$ cat src/rtl/rv32i_types.sv
// Shared types for the cache-to-bmem arbiter: FSM encodings, line geometry,
// and the line-address alignment helper.
package rv32i_types;

  localparam int BEATS_PER_LINE = 4;

  typedef logic [2:0] arb_state_t;

  localparam arb_state_t IDLE     = 3'd0;
  localparam arb_state_t RD_ISSUE = 3'd1;
  localparam arb_state_t RD_WAIT  = 3'd2;
  localparam arb_state_t WR_BURST = 3'd3;
  localparam arb_state_t RESP     = 3'd4;

  // Lines are 32 bytes, so the low five address bits select within a line.
  function automatic logic [31:0] line_align(input logic [31:0] addr);
    return addr & ~32'h0000_001f;
  endfunction

endpackage

$ cat src/rtl/line_assembler.sv
// Four-beat line register with a beat counter: fills beat by beat on reads,
// and presents the current beat for serialisation on writes.
module line_assembler
  import rv32i_types::*;
#(
  parameter int LINE_W = 256,
  parameter int BEAT_W = 64
) (
  input  logic              clk_i,
  input  logic              rst_i,
  input  logic              load_i,
  input  logic [LINE_W-1:0] load_line_i,
  input  logic              capture_i,
  input  logic [BEAT_W-1:0] beat_i,
  input  logic              advance_i,
  output logic [LINE_W-1:0] line_o,
  output logic [BEAT_W-1:0] beat_o,
  output logic              last_o
);

  localparam int CNT_W = $clog2(BEATS_PER_LINE);

  logic [CNT_W-1:0]  cnt_q, cnt_d;
  logic [LINE_W-1:0] line_q, line_d;

  // Load wins over capture/advance so a fresh grant always restarts at beat 0.
  always_comb begin
    cnt_d  = cnt_q;
    line_d = line_q;
    if (load_i) begin
      line_d = load_line_i;
      cnt_d  = '0;
    end else if (capture_i) begin
      line_d[int'(cnt_q)*BEAT_W +: BEAT_W] = beat_i;
      cnt_d = cnt_q + CNT_W'(1);
    end else if (advance_i) begin
      cnt_d = cnt_q + CNT_W'(1);
    end
  end

  always_ff @(posedge clk_i) begin
    if (rst_i) begin
      cnt_q  <= '0;
      line_q <= '0;
    end else begin
      cnt_q  <= cnt_d;
      line_q <= line_d;
    end
  end

  assign line_o = line_q;
  assign beat_o = line_q[int'(cnt_q)*BEAT_W +: BEAT_W];
  assign last_o = (cnt_q == CNT_W'(BEATS_PER_LINE - 1));

endmodule

$ cat src/rtl/bmem_arbiter.sv
// Arbitrates icache/dcache line requests onto the single 64-bit burst memory
// port, one transaction at a time, with round-robin on ties.
module bmem_arbiter
  import rv32i_types::*;
#(
  parameter int LINE_W = 256,
  parameter int BEAT_W = 64
) (
  input  logic              clk,
  input  logic              rst,
  input  logic [31:0]       i_addr,
  input  logic              i_read,
  output logic [LINE_W-1:0] i_rdata,
  output logic              i_resp,
  input  logic [31:0]       d_addr,
  input  logic              d_read,
  input  logic              d_write,
  input  logic [LINE_W-1:0] d_wdata,
  output logic [LINE_W-1:0] d_rdata,
  output logic              d_resp,
  output logic [31:0]       bmem_addr,
  output logic              bmem_read,
  output logic              bmem_write,
  output logic [BEAT_W-1:0] bmem_wdata,
  input  logic              bmem_ready,
  input  logic [31:0]       bmem_raddr,
  input  logic [BEAT_W-1:0] bmem_rdata,
  input  logic              bmem_rvalid
);

  arb_state_t  state_q, state_d;
  logic        last_was_d_q, last_was_d_d;
  logic        owner_d_q, owner_d_d;
  logic        is_write_q, is_write_d;
  logic [31:0] addr_q, addr_d;

  logic              want_i, want_d, grant_any, grant_d, beat_match;
  logic              asm_load, asm_capture, asm_advance, asm_last;
  logic [LINE_W-1:0] asm_load_line, asm_line;
  logic [BEAT_W-1:0] asm_beat;

  assign want_i     = i_read;
  assign want_d     = d_read | d_write;
  assign grant_any  = want_i | want_d;
  // dcache takes a tie unless it won the previous grant.
  assign grant_d    = want_d && (!want_i || !last_was_d_q);
  assign beat_match = bmem_rvalid && (bmem_raddr == addr_q);

  assign asm_load_line = (grant_d && d_write) ? d_wdata : '0;

  always_comb begin
    state_d      = state_q;
    last_was_d_d = last_was_d_q;
    owner_d_d    = owner_d_q;
    is_write_d   = is_write_q;
    addr_d       = addr_q;
    asm_load     = 1'b0;
    asm_capture  = 1'b0;
    asm_advance  = 1'b0;
    case (state_q)
      IDLE: begin
        if (grant_any) begin
          owner_d_d    = grant_d;
          last_was_d_d = grant_d;
          is_write_d   = grant_d && d_write;
          addr_d       = line_align(grant_d ? d_addr : i_addr);
          asm_load     = 1'b1;
          state_d      = (grant_d && d_write) ? WR_BURST : RD_ISSUE;
        end
      end
      RD_ISSUE: begin
        if (bmem_ready) state_d = RD_WAIT;
      end
      RD_WAIT: begin
        if (beat_match) begin
          asm_capture = 1'b1;
          if (asm_last) state_d = RESP;
        end
      end
      WR_BURST: begin
        if (bmem_ready) begin
          asm_advance = 1'b1;
          if (asm_last) state_d = RESP;
        end
      end
      RESP:    state_d = IDLE;
      default: state_d = IDLE;
    endcase
  end

  always_ff @(posedge clk) begin
    if (rst) begin
      state_q      <= IDLE;
      last_was_d_q <= 1'b0;
      owner_d_q    <= 1'b0;
      is_write_q   <= 1'b0;
      addr_q       <= '0;
    end else begin
      state_q      <= state_d;
      last_was_d_q <= last_was_d_d;
      owner_d_q    <= owner_d_d;
      is_write_q   <= is_write_d;
      addr_q       <= addr_d;
    end
  end

  line_assembler #(
    .LINE_W(LINE_W),
    .BEAT_W(BEAT_W)
  ) u_line_assembler (
    .clk_i      (clk),
    .rst_i      (rst),
    .load_i     (asm_load),
    .load_line_i(asm_load_line),
    .capture_i  (asm_capture),
    .beat_i     (bmem_rdata),
    .advance_i  (asm_advance),
    .line_o     (asm_line),
    .beat_o     (asm_beat),
    .last_o     (asm_last)
  );

  assign bmem_read  = (state_q == RD_ISSUE);
  assign bmem_write = (state_q == WR_BURST);
  assign bmem_addr  = (bmem_read || bmem_write) ? addr_q : '0;
  assign bmem_wdata = bmem_write ? asm_beat : '0;

  assign i_resp  = (state_q == RESP) && !owner_d_q;
  assign d_resp  = (state_q == RESP) && owner_d_q;
  // Both read ports share one line register, gated so only the owner sees it.
  assign i_rdata = (i_resp && !is_write_q) ? asm_line : '0;
  assign d_rdata = (d_resp && !is_write_q) ? asm_line : '0;

endmodule

$ cat config.mk
export PLATFORM = sky130hd
export DESIGN_NAME = bmem_arbiter
export DESIGN_NICKNAME = d
export VERILOG_FILES = /design/src/rtl/rv32i_types.sv /design/src/rtl/line_assembler.sv /design/src/rtl/bmem_arbiter.sv
export SDC_FILE = /design/constraint.sdc
export NUM_CORES = 1
export LEC_CHECK = 0
export ABC_CLOCK_PERIOD_IN_PS = 5770
export CORE_AREA = 2 2 400 402
export DETAILED_ROUTE_END_ITERATION = 16
export DIE_AREA = 0 0 402 404
export PLACE_DENSITY_LB_ADDON = 0.15
export SETUP_SLACK_MARGIN = 0.5
export SLEW_MARGIN = 20
export SYNTH_ARGS = -nofsm -noshare
export SYNTH_HDL_FRONTEND = slang
export SYNTH_SLANG_ARGS = --single-unit
$ cat constraint.sdc
create_clock -name clk -period 5.77 [get_ports clk]
set_input_delay 1.154 -clock clk [delete_from_list [all_inputs] [get_ports clk]]
set_output_delay 1.154 -clock clk [all_outputs]
set_load 0.01 [all_outputs]
# [Word-level counts from Yosys, hierarchy flattened]
# Index checks and enable logic that the tools add are counted.
[classes] n_mux=24 reduce_logical=18 n_shift=3 eq_ne=10 n_bitwise=2 n_addsub=2
[ops] op="256-bit 2-to-1 mux" n=5
[ops] op="256-bit bitwise mux" n=1
[ops] op="64-bit by 33-bit variable shift with 256-bit output, first input constant" n=1
[ops] op="256-bit by 9-bit indexed part select with 64-bit output" n=1
[ops] op="64-bit by 33-bit indexed part select with 256-bit output" n=1
[ops] op="32-bit 2-to-1 mux" n=2
[ops] op="64-bit 2-to-1 mux" n=1
[ops] op="8-bit negator with 33-bit output" n=1
[ops] op="32-bit equality test" n=1
[ops] op="3-bit 2-to-1 mux" n=5
[ops] op="3-bit one-hot mux with 4 select lines" n=1
[ops] op="1-bit logical AND" n=7
[ops] op="3-bit by 2-bit equality test with 1-bit output, second input constant" n=2
[ops] op="1-bit 2-to-1 mux" n=6
[ops] op="2-bit 2-to-1 mux" n=3
[ops] op="2-bit by 1-bit != test with 1-bit output, second input constant" n=2
[ops] op="2-bit != test, second input constant" n=2
[ops] op="4-bit AND reduction" n=1
[ops] op="2-bit nonzero test" n=2
[ops] op="3-bit by 1-bit equality test with 1-bit output, second input constant" n=1
[ops] op="3-bit equality test, second input constant" n=1
[ops] op="1-bit logical NOT" n=3
[ops] op="3-bit logical NOT" n=1
[ops] op="2-bit by 1-bit adder with 2-bit output, second input constant" n=1
[ops] op="5 further kinds" n=7
[totals] reg_bits=290 in_bits=423 output_inout_bits=612

# [Longest topological paths before layout]
# Gate-level depths: netlist (run 1).
[depth] word_depth=7 depth_mapped=11 depth_no_buf=7

# [Cells and area by module]
# From an unflattened synthesis (run 1), not the netlist that was laid out.
[unflattened] cells_unflattened=2431 hier_area_um2=19874.1
[modules_own_cells] mod="line_assembler" instances=1 cells_per_inst=1276 area_per_inst_um2=12305.6
[modules_own_cells] mod="bmem_arbiter" instances=1 cells_per_inst=1155 area_per_inst_um2=7568.5

# [Worst setup path before layout (run 1)]
# OpenSTA, ideal clock, no wires.
[synth_path] kind="register to output" start="register u_line_assembler.cnt_q[0]" end="output port bmem_wdata[14]" n_path_buf=3 t_required_ns=4.616 slack_ns=2.563 stages_incl_launch_ff=6 arrival_ns=2.053 path_cell_list="dfxtp_1 > clkbuf_1 > buf_1 > buf_2 > mux4_2 > and3_1"
[synth_between] elab_chain_len=2
[synth_lines] item="from (decl)" line="line_assembler.sv:23" text="logic [CNT_W-1:0] cnt_q, cnt_d;"
[synth_lines] item="from (signal assigned)" line="line_assembler.sv:46" text="cnt_q <= cnt_d;"
[synth_lines] item="256-bit by 9-bit indexed part select with 64-bit output" line="line_assembler.sv:52" text="assign beat_o = line_q[int'(cnt_q)*BEAT_W +: BEAT_W];"
[synth_lines] item="64-bit 2-to-1 mux" line="bmem_arbiter.sv:126" text="assign bmem_wdata = bmem_write ? asm_beat : '0;"
[synth_lines] item="to (decl)" line="bmem_arbiter.sv:24" text="output logic [BEAT_W-1:0] bmem_wdata,"
# Every way passes these cells.

# [Worst setup path in the final report (run 1)]
[layout_path] start="register state_q[1]" end="output port d_rdata[86]"
[layout_between] elab_chain_len=4
[layout_lines] item="from (decl)" line="bmem_arbiter.sv:31" text="arb_state_t state_q, state_d;"
[layout_lines] item="from (signal assigned)" line="bmem_arbiter.sv:99" text="state_q <= state_d;"
[layout_lines] item="3-bit equality test" line="bmem_arbiter.sv:129" text="assign d_resp = (state_q == RESP) && owner_d_q;"
[layout_lines] item="1-bit logical AND" line="bmem_arbiter.sv:129"
[layout_lines] item="1-bit logical AND" line="bmem_arbiter.sv:132" text="assign d_rdata = (d_resp && !is_write_q) ? asm_line : '0;"
[layout_lines] item="256-bit 2-to-1 mux" line="bmem_arbiter.sv:132"
[layout_lines] item="to (decl)" line="bmem_arbiter.sv:19" text="output logic [LINE_W-1:0] d_rdata,"
# Every way passes these cells.

==> run summary, run 1 <==
CP Capture Type - output port
Vias per cell - 4.03
Syn Area/Cell - 8.71 um^2
Drc violations - 0
Fillers - 17,300
FP Rows - 146
Commonest non-fill, non-tap cell in the layout - clkdlybuf4s50_1
Post-Route WL - 135,000 um
Ys Warns - 0
Largest net degree at the start of global routing - 130
Final setup fails - 0
Ports - 1,035
Clk Latency, worst-skew pair - 0.60 ns
Via Count - 22,100
Worst IR drop on VDD - 0.000172 V
Setup repair bufs after CTS - 0
Nets - 3,796
Placed cells - 5,395
Core Box Area - 158,000 um^2
Least-Margin Pin Slew - 0.990 ns
DIE AREA - 162,000 um^2
Worst Hold Endpoint - addr_q[31]
Clk Tree Root Cell - clkbuf_16
Min Tclk post-route - 4.61 ns
Post-place instance area - 34,100 um^2
Final hold vios - 0
Share of cells above drive strength 1 - 13.7%
Syn-to-layout area delta - 63.3%
DRT Pass-1 Iters - 6
Maximum clock frequency - 217 MHz
Placed wire-length estimate - 100,000 um
Setup clock skew after layout - 0.0267 ns
RePlAce Congestion - 0.793
CTS tree - built
CP arrival - 3.46 ns
FF-to-FF setup slack - 2.22 ns
Asr flop ratio synth - 0%
PortBufs - 1,019
Crit. Startpoint - state_q[1]
Critical Path Fanout Max - 55
Max Root-Sink Buffers - 3
Max Cap Viol - 0
Antenna viol nets, final - 0
Overall Global Routing Usage - 15.8%
P per Cell Area - 205 nW/um^2
Commonest register cell after synthesis - dfxtp_1
Final Instance Area - 35,600 um^2
Startpoint Class - flop
Reg2reg end - u_line_assembler.line_o[160]
Pins over their slew limit - 0
WL per Instance - 24.5 um
Commonest non-fill, non-tap cells in the layout - 1,018 x clkdlybuf4s50_1, 539 x and2_1, 287 x dfxtp_1
Global-route wire length before repair - 185,000 um
Overflow after GRT - 0
R2R Path Start - state_q[1]
Clock slew at reported path FFs - 0.05 ns
H-tree levels - 2
Post-synth EDFFs - 0
Initial core utilization - 13.8%
Hold_sp - addr_q[31]
Detailed Route Iter0 Violations - 1,219
Clock Sinks - 290
Pwr Total - 7280 uW
Die Ht - 404 um
Post-synthesis cell area - 21,800 um^2
Synthesized flop and latch total - 290
Fin crit share - 79.9%
Initial antenna violation count - 24
Cells after synthesis - 2,500
Critical Path RT - 4.62 ns
Hold Path Class - flop to flop
Total negative slack - 0 ns
CTS resizes - 0
Core Util, Final - 22.5%
Outcome - finished, final reports clean
Worst r2r path cells - 6
TritonCTS buffer count - 44
Layout Cells excl Fill - 5,485
Chip Width - 402 um
RSZ-0062 raised after global routing - false
Number of distinct library cells after synthesis - 42
Normalized max-slew margin - 34.0%
Hold-fix buffers, CTS - 0
Vias in the first global route - 22,200
Hold path cells - 2
Sequential fraction of the synthesis area - 26.7%
P_leak - 0.0131 uW
Crit Path Class - flop to output port
-- layer usage --
layer	vias up	GRT usage [%]	part of all wire (%)
met4	10	3.40	1.7
met3	110	3.43	5.7
met1	11000	19.3	42
li1	10300	-	-
met5	-	0	0.045
met2	701	28.3	51
-- flip-flops by register name (all words and copies together) (netlist names) --
register / flops
is_write_q: 1
state_q: 3
owner_d_q: 1
u_line_assembler.line_o: 256
addr_q: 27
u_line_assembler.cnt_q: 2
-- worst max-delay path: stages (launching register included) --
cell             delay, ns
dfxtp_4               0.49
nor2_1                0.28
and3_1                0.21
nor2b_4               0.53
buf_12                0.28
buf_12                0.24
and2_1                0.19
clkdlybuf4s50_1       0.54
-- cell usage after synthesis, drive strengths merged, types with 2 or more instances --
cell	count	share of area, %
and2	541	16
dfxtp	290	27
nor2b	259	7.4
mux2	256	15
nor2	227	3.9
a22oi	193	6.7
clkbuf	180	3.1
nand3	129	3.0
buf	80	2.5
a21oi	68	1.6
and3	67	1.9
mux4	64	6.6
mux2i	29	1.3
a211oi	27	0.93
xnor2	27	1.1
nand2	20	0.34
nor3	8	0.24
nand4	6	0.17
a31oi	5	0.42
a2111oi	4	0.42
ha	4	0.23
a31o	2	0.080
inv	2	0.034
nand2b	2	0.057
nor3b	2	0.069
nor4	2	0.13
-- power breakdown --
| group | internal [uW] | switching (uW) | total [uW] |
|---|---|---|---|
| Clock | 1630 | 1130 | 2760 |
| Sequential | 2180 | 283 | 2460 |
| Combinational | 982 | 1090 | 2070 |
| Total | 4790 | 2500 | 7280 |
-- area by class of cell --
class                           count  area (um^2)  share of cell area, %
Clock inverter                      5         57.6                  0.162
Sequential cell                   290         5820                   16.4
Tap cell                         2072         2590                   7.29
Antenna cell                       13         32.5                 0.0914
Multi-Input combinational cell   1952        14800                   41.6
Clock buffer                       72         1350                   3.79
Timing Repair Buffer             1079        10900                   30.7
Inverter                            2         7.51                 0.0211
-- per-stage QoR --
| stage | hold WS, ns | worst slack [ns] |
|---|---|---|
| after global placement | 0.514 | 1.28 |
| after global routing | 0.546 | 0.865 |
| after CTS | 0.521 | 1.01 |
| after floorplan | 0.480 | 2.56 |
| after detailed placement | 0.513 | 1.26 |
| final | 0.519 | 1.16 |
-- cell families after synthesis --
logic type | count (synthesis) | share of synthesized area, %
other | 1 | 0.0172
AO/OA/AOI/OAI | 300 | 10.1
XOR/XNOR | 28 | 1.13
buffers and inverters | 262 | 5.68
flip-flops | 290 | 26.7
adder cells (fa/ha/maj) | 4 | 0.230
AND/OR/NAND/NOR | 1266 | 32.9
multiplexers | 349 | 23.3
-- how the worst max path moves through the flow --
stage	endpoint	slack (ns)
after detailed placement	u_line_assembler.line_o[160]	1.26
final	d_rdata[86]	1.16
after CTS	d_rdata[86]	1.01
after global routing	d_rdata[86]	0.87
after floorplan	bmem_wdata[14]	2.56
after global placement	u_line_assembler.line_o[157]	1.28
No activity file was read; power rests on OpenSTA's default activity.
==> run 2: changes to the inputs <==
Settings changed: ABC_CLOCK_PERIOD_IN_PS 5770 to 3800.
Clock period 5.77 ns to 3.8 ns, I/O delays scaled along.
==> run 2 against run 1 <==
Die area unchanged. Global-route usage increased by 1.4 points. Clock power increased by 48%. Critical endpoint is now bmem_wdata[4].
==> run summary, run 2 (same netlist as run 1, synthesis figures left out) <==
Clk Latency, worst-skew pair - 0.62 ns
Antenna viol nets, final - 0
TritonCTS buffer count - 44
Initial antenna violation count - 47
Buf/Inv on CP - 3
Drc violations - 0
Largest net degree at the start of global routing - 98
Reg2reg end - u_line_assembler.line_o[237]
Worst path top cell family by delay - buffers and inverters
Worst Hold Endpoint - addr_q[31]
Hold Path Class - flop to flop
Crit Path Class - flop to output port
Post-Route WL - 151,000 um
Clock slew at reported path FFs - 0.05 ns
Min Tclk post-route - 3.36 ns
Worst-path cell chain - buf_12 -> buf_16 -> mux4_2 -> and3_1 -> clkdlybuf4s50_1
Fin crit share - 88.5%
Least-Margin Pin Slew - 0.738 ns
Die Ht - 404 um
Pins over their slew limit - 0
Outcome - finished, final reports clean
Normalized max-slew margin - 50.7%
Initial core utilization - 13.8%
Max Cap Viol - 0
Hold path cells - 2
Via Count - 23,300
Max reg flops - 256
CP arrival - 2.60 ns
Maximum clock frequency - 298 MHz
Vias per cell - 4.08
Clock Sinks - 290
DRT Pass-1 Iters - 5
Final setup fails - 0
Ports - 1,035
Share of cells above drive strength 1 - 25.7%
Overall Global Routing Usage - 17.2%
Hold_sp - addr_q[31]
Startpoint Class - flop
Critical path's largest stage delay - 0.57 ns
Core Box Area - 158,000 um^2
Max Root-Sink Buffers - 3
RSZ-0062 raised after global routing - true
Detailed Route Iter0 Violations - 1,452
Commonest non-fill, non-tap cell in the layout - and2_1
Syn-to-layout area delta - 74.6%
RePlAce Congestion - 0.761
FP Rows - 146
Slowest CP cell - mux4_2
Pwr Total - 11,200 uW
Final hold vios - 0
Crit. Startpoint - u_line_assembler.cnt_q[0]
H-tree levels - 2
P_leak - 0.0190 uW
Setup clock skew after layout - 0.0158 ns
CTS tree - built
CP Capture Type - output port
Worst r2r path cells - 12
Nets - 4,011
Commonest non-fill, non-tap cells in the layout - 506 x and2_1, 440 x clkdlybuf4s50_1, 285 x dfxtp_1
WL per Instance - 26.4 um
Chip Width - 402 um
Clk Tree Root Cell - clkbuf_16
Vias in the first global route - 23,500
P per Cell Area - 294 nW/um^2
FF-to-FF setup slack - 0.81 ns
Total negative slack - 0 ns
Critical Path Fanout Max - 17
Overflow after GRT - 0
Fillers - 17,300
Worst IR drop on VDD - 0.000341 V
Critical Path RT - 3.04 ns
R2R Path Start - u_line_assembler.cnt_q[0]
DIE AREA - 162,000 um^2
Global-route wire length before repair - 197,000 um
PortBufs - 1,019
Placed wire-length estimate - 103,000 um
-- run 2: cell count changes in the layout (fill, tap and decap cells not counted), moves of 37 or more --
cell	previous run	this run
buf_12	20	57
buf_2	0	59
buf_4	40	144
buf_6	0	55
clkbuf_2	0	122
clkdlybuf4s50_1	1018	440
dlygate4sd2_1	0	167
dlymetal6s2s_1	0	170
-- run 2: worst max-delay path by stage --
stage / endpoint / slack [ns] / depth (start not counted)
floorplan: u_line_assembler.line_o[201] / 0.98 / 10
global placement: u_line_assembler.line_o[205] / 0.30 / 9
detailed placement: u_line_assembler.line_o[96] / 0.32 / 9
CTS: bmem_wdata[31] / 0.25 / 5
global route: d_rdata[224] / 0.34 / 12
finish: bmem_wdata[4] / 0.44 / 5
-- run 2: final cells by class --
cell class / instances / area (um^2) / area share, %
antenna: 28 / 70.1 / 0.184
clock buffer: 69 / 1320 / 3.46
clock inverter: 7 / 45.0 / 0.118
inverter: 2 / 7.51 / 0.0197
multi-input combinational: 1952 / 14900 / 39.2
sequential: 290 / 5820 / 15.3
tap: 2072 / 2590 / 6.82
timing repair buffer: 1294 / 13300 / 34.9
-- run 2: layer usage --
metal | vias to the layer above | share of wire [%] | wire [um] | track usage [%]
li1 | 10800 | - | - | -
met1 | 11500 | 42 | 62800 | 21.1
met2 | 903 | 49 | 73200 | 29.3
met3 | 147 | 6.4 | 9680 | 3.64
met4 | 6 | 3.3 | 4980 | 7.04
met5 | - | 0.023 | 34 | 0
-- run 2: through the flow --
stage | instances | hold slack, ns | util (%) | instance area (um^2) | setup slack, ns
floorplan | 2504 | 0.480 | - | 21800 | 0.980
CTS | 5612 | 0.527 | 23.5 | 37100 | 0.245
finish | 5714 | 0.524 | 24.1 | 38000 | 0.439
global placement | 5450 | 0.512 | 22.0 | 34700 | 0.300
global route | 5710 | 0.547 | 24.1 | 38000 | 0.339
detailed placement | 5450 | 0.518 | 22.0 | 34700 | 0.315
-- run 2: power breakdown --
| group | switching [uW] | internal (uW) |
|---|---|---|
| logic | 1740 | 1660 |
| clock network | 1720 | 2360 |
| registers | 408 | 3310 |
-- run 2: tightest hold or removal path: cells and delay by family, from the launching register on --
family	cells	cell delay (ns)
flops	1	0.32
simple gates	1	0.10
compound gates	1	0.05
-- run 2: repair_timing --
action,in CTS,in global routing
buffers inserted,66,60
endpoints found under the setup margin,604,431
resized for setup,648,625
gates cloned,20,14
pin swaps,2,1
hold buffers,0,0
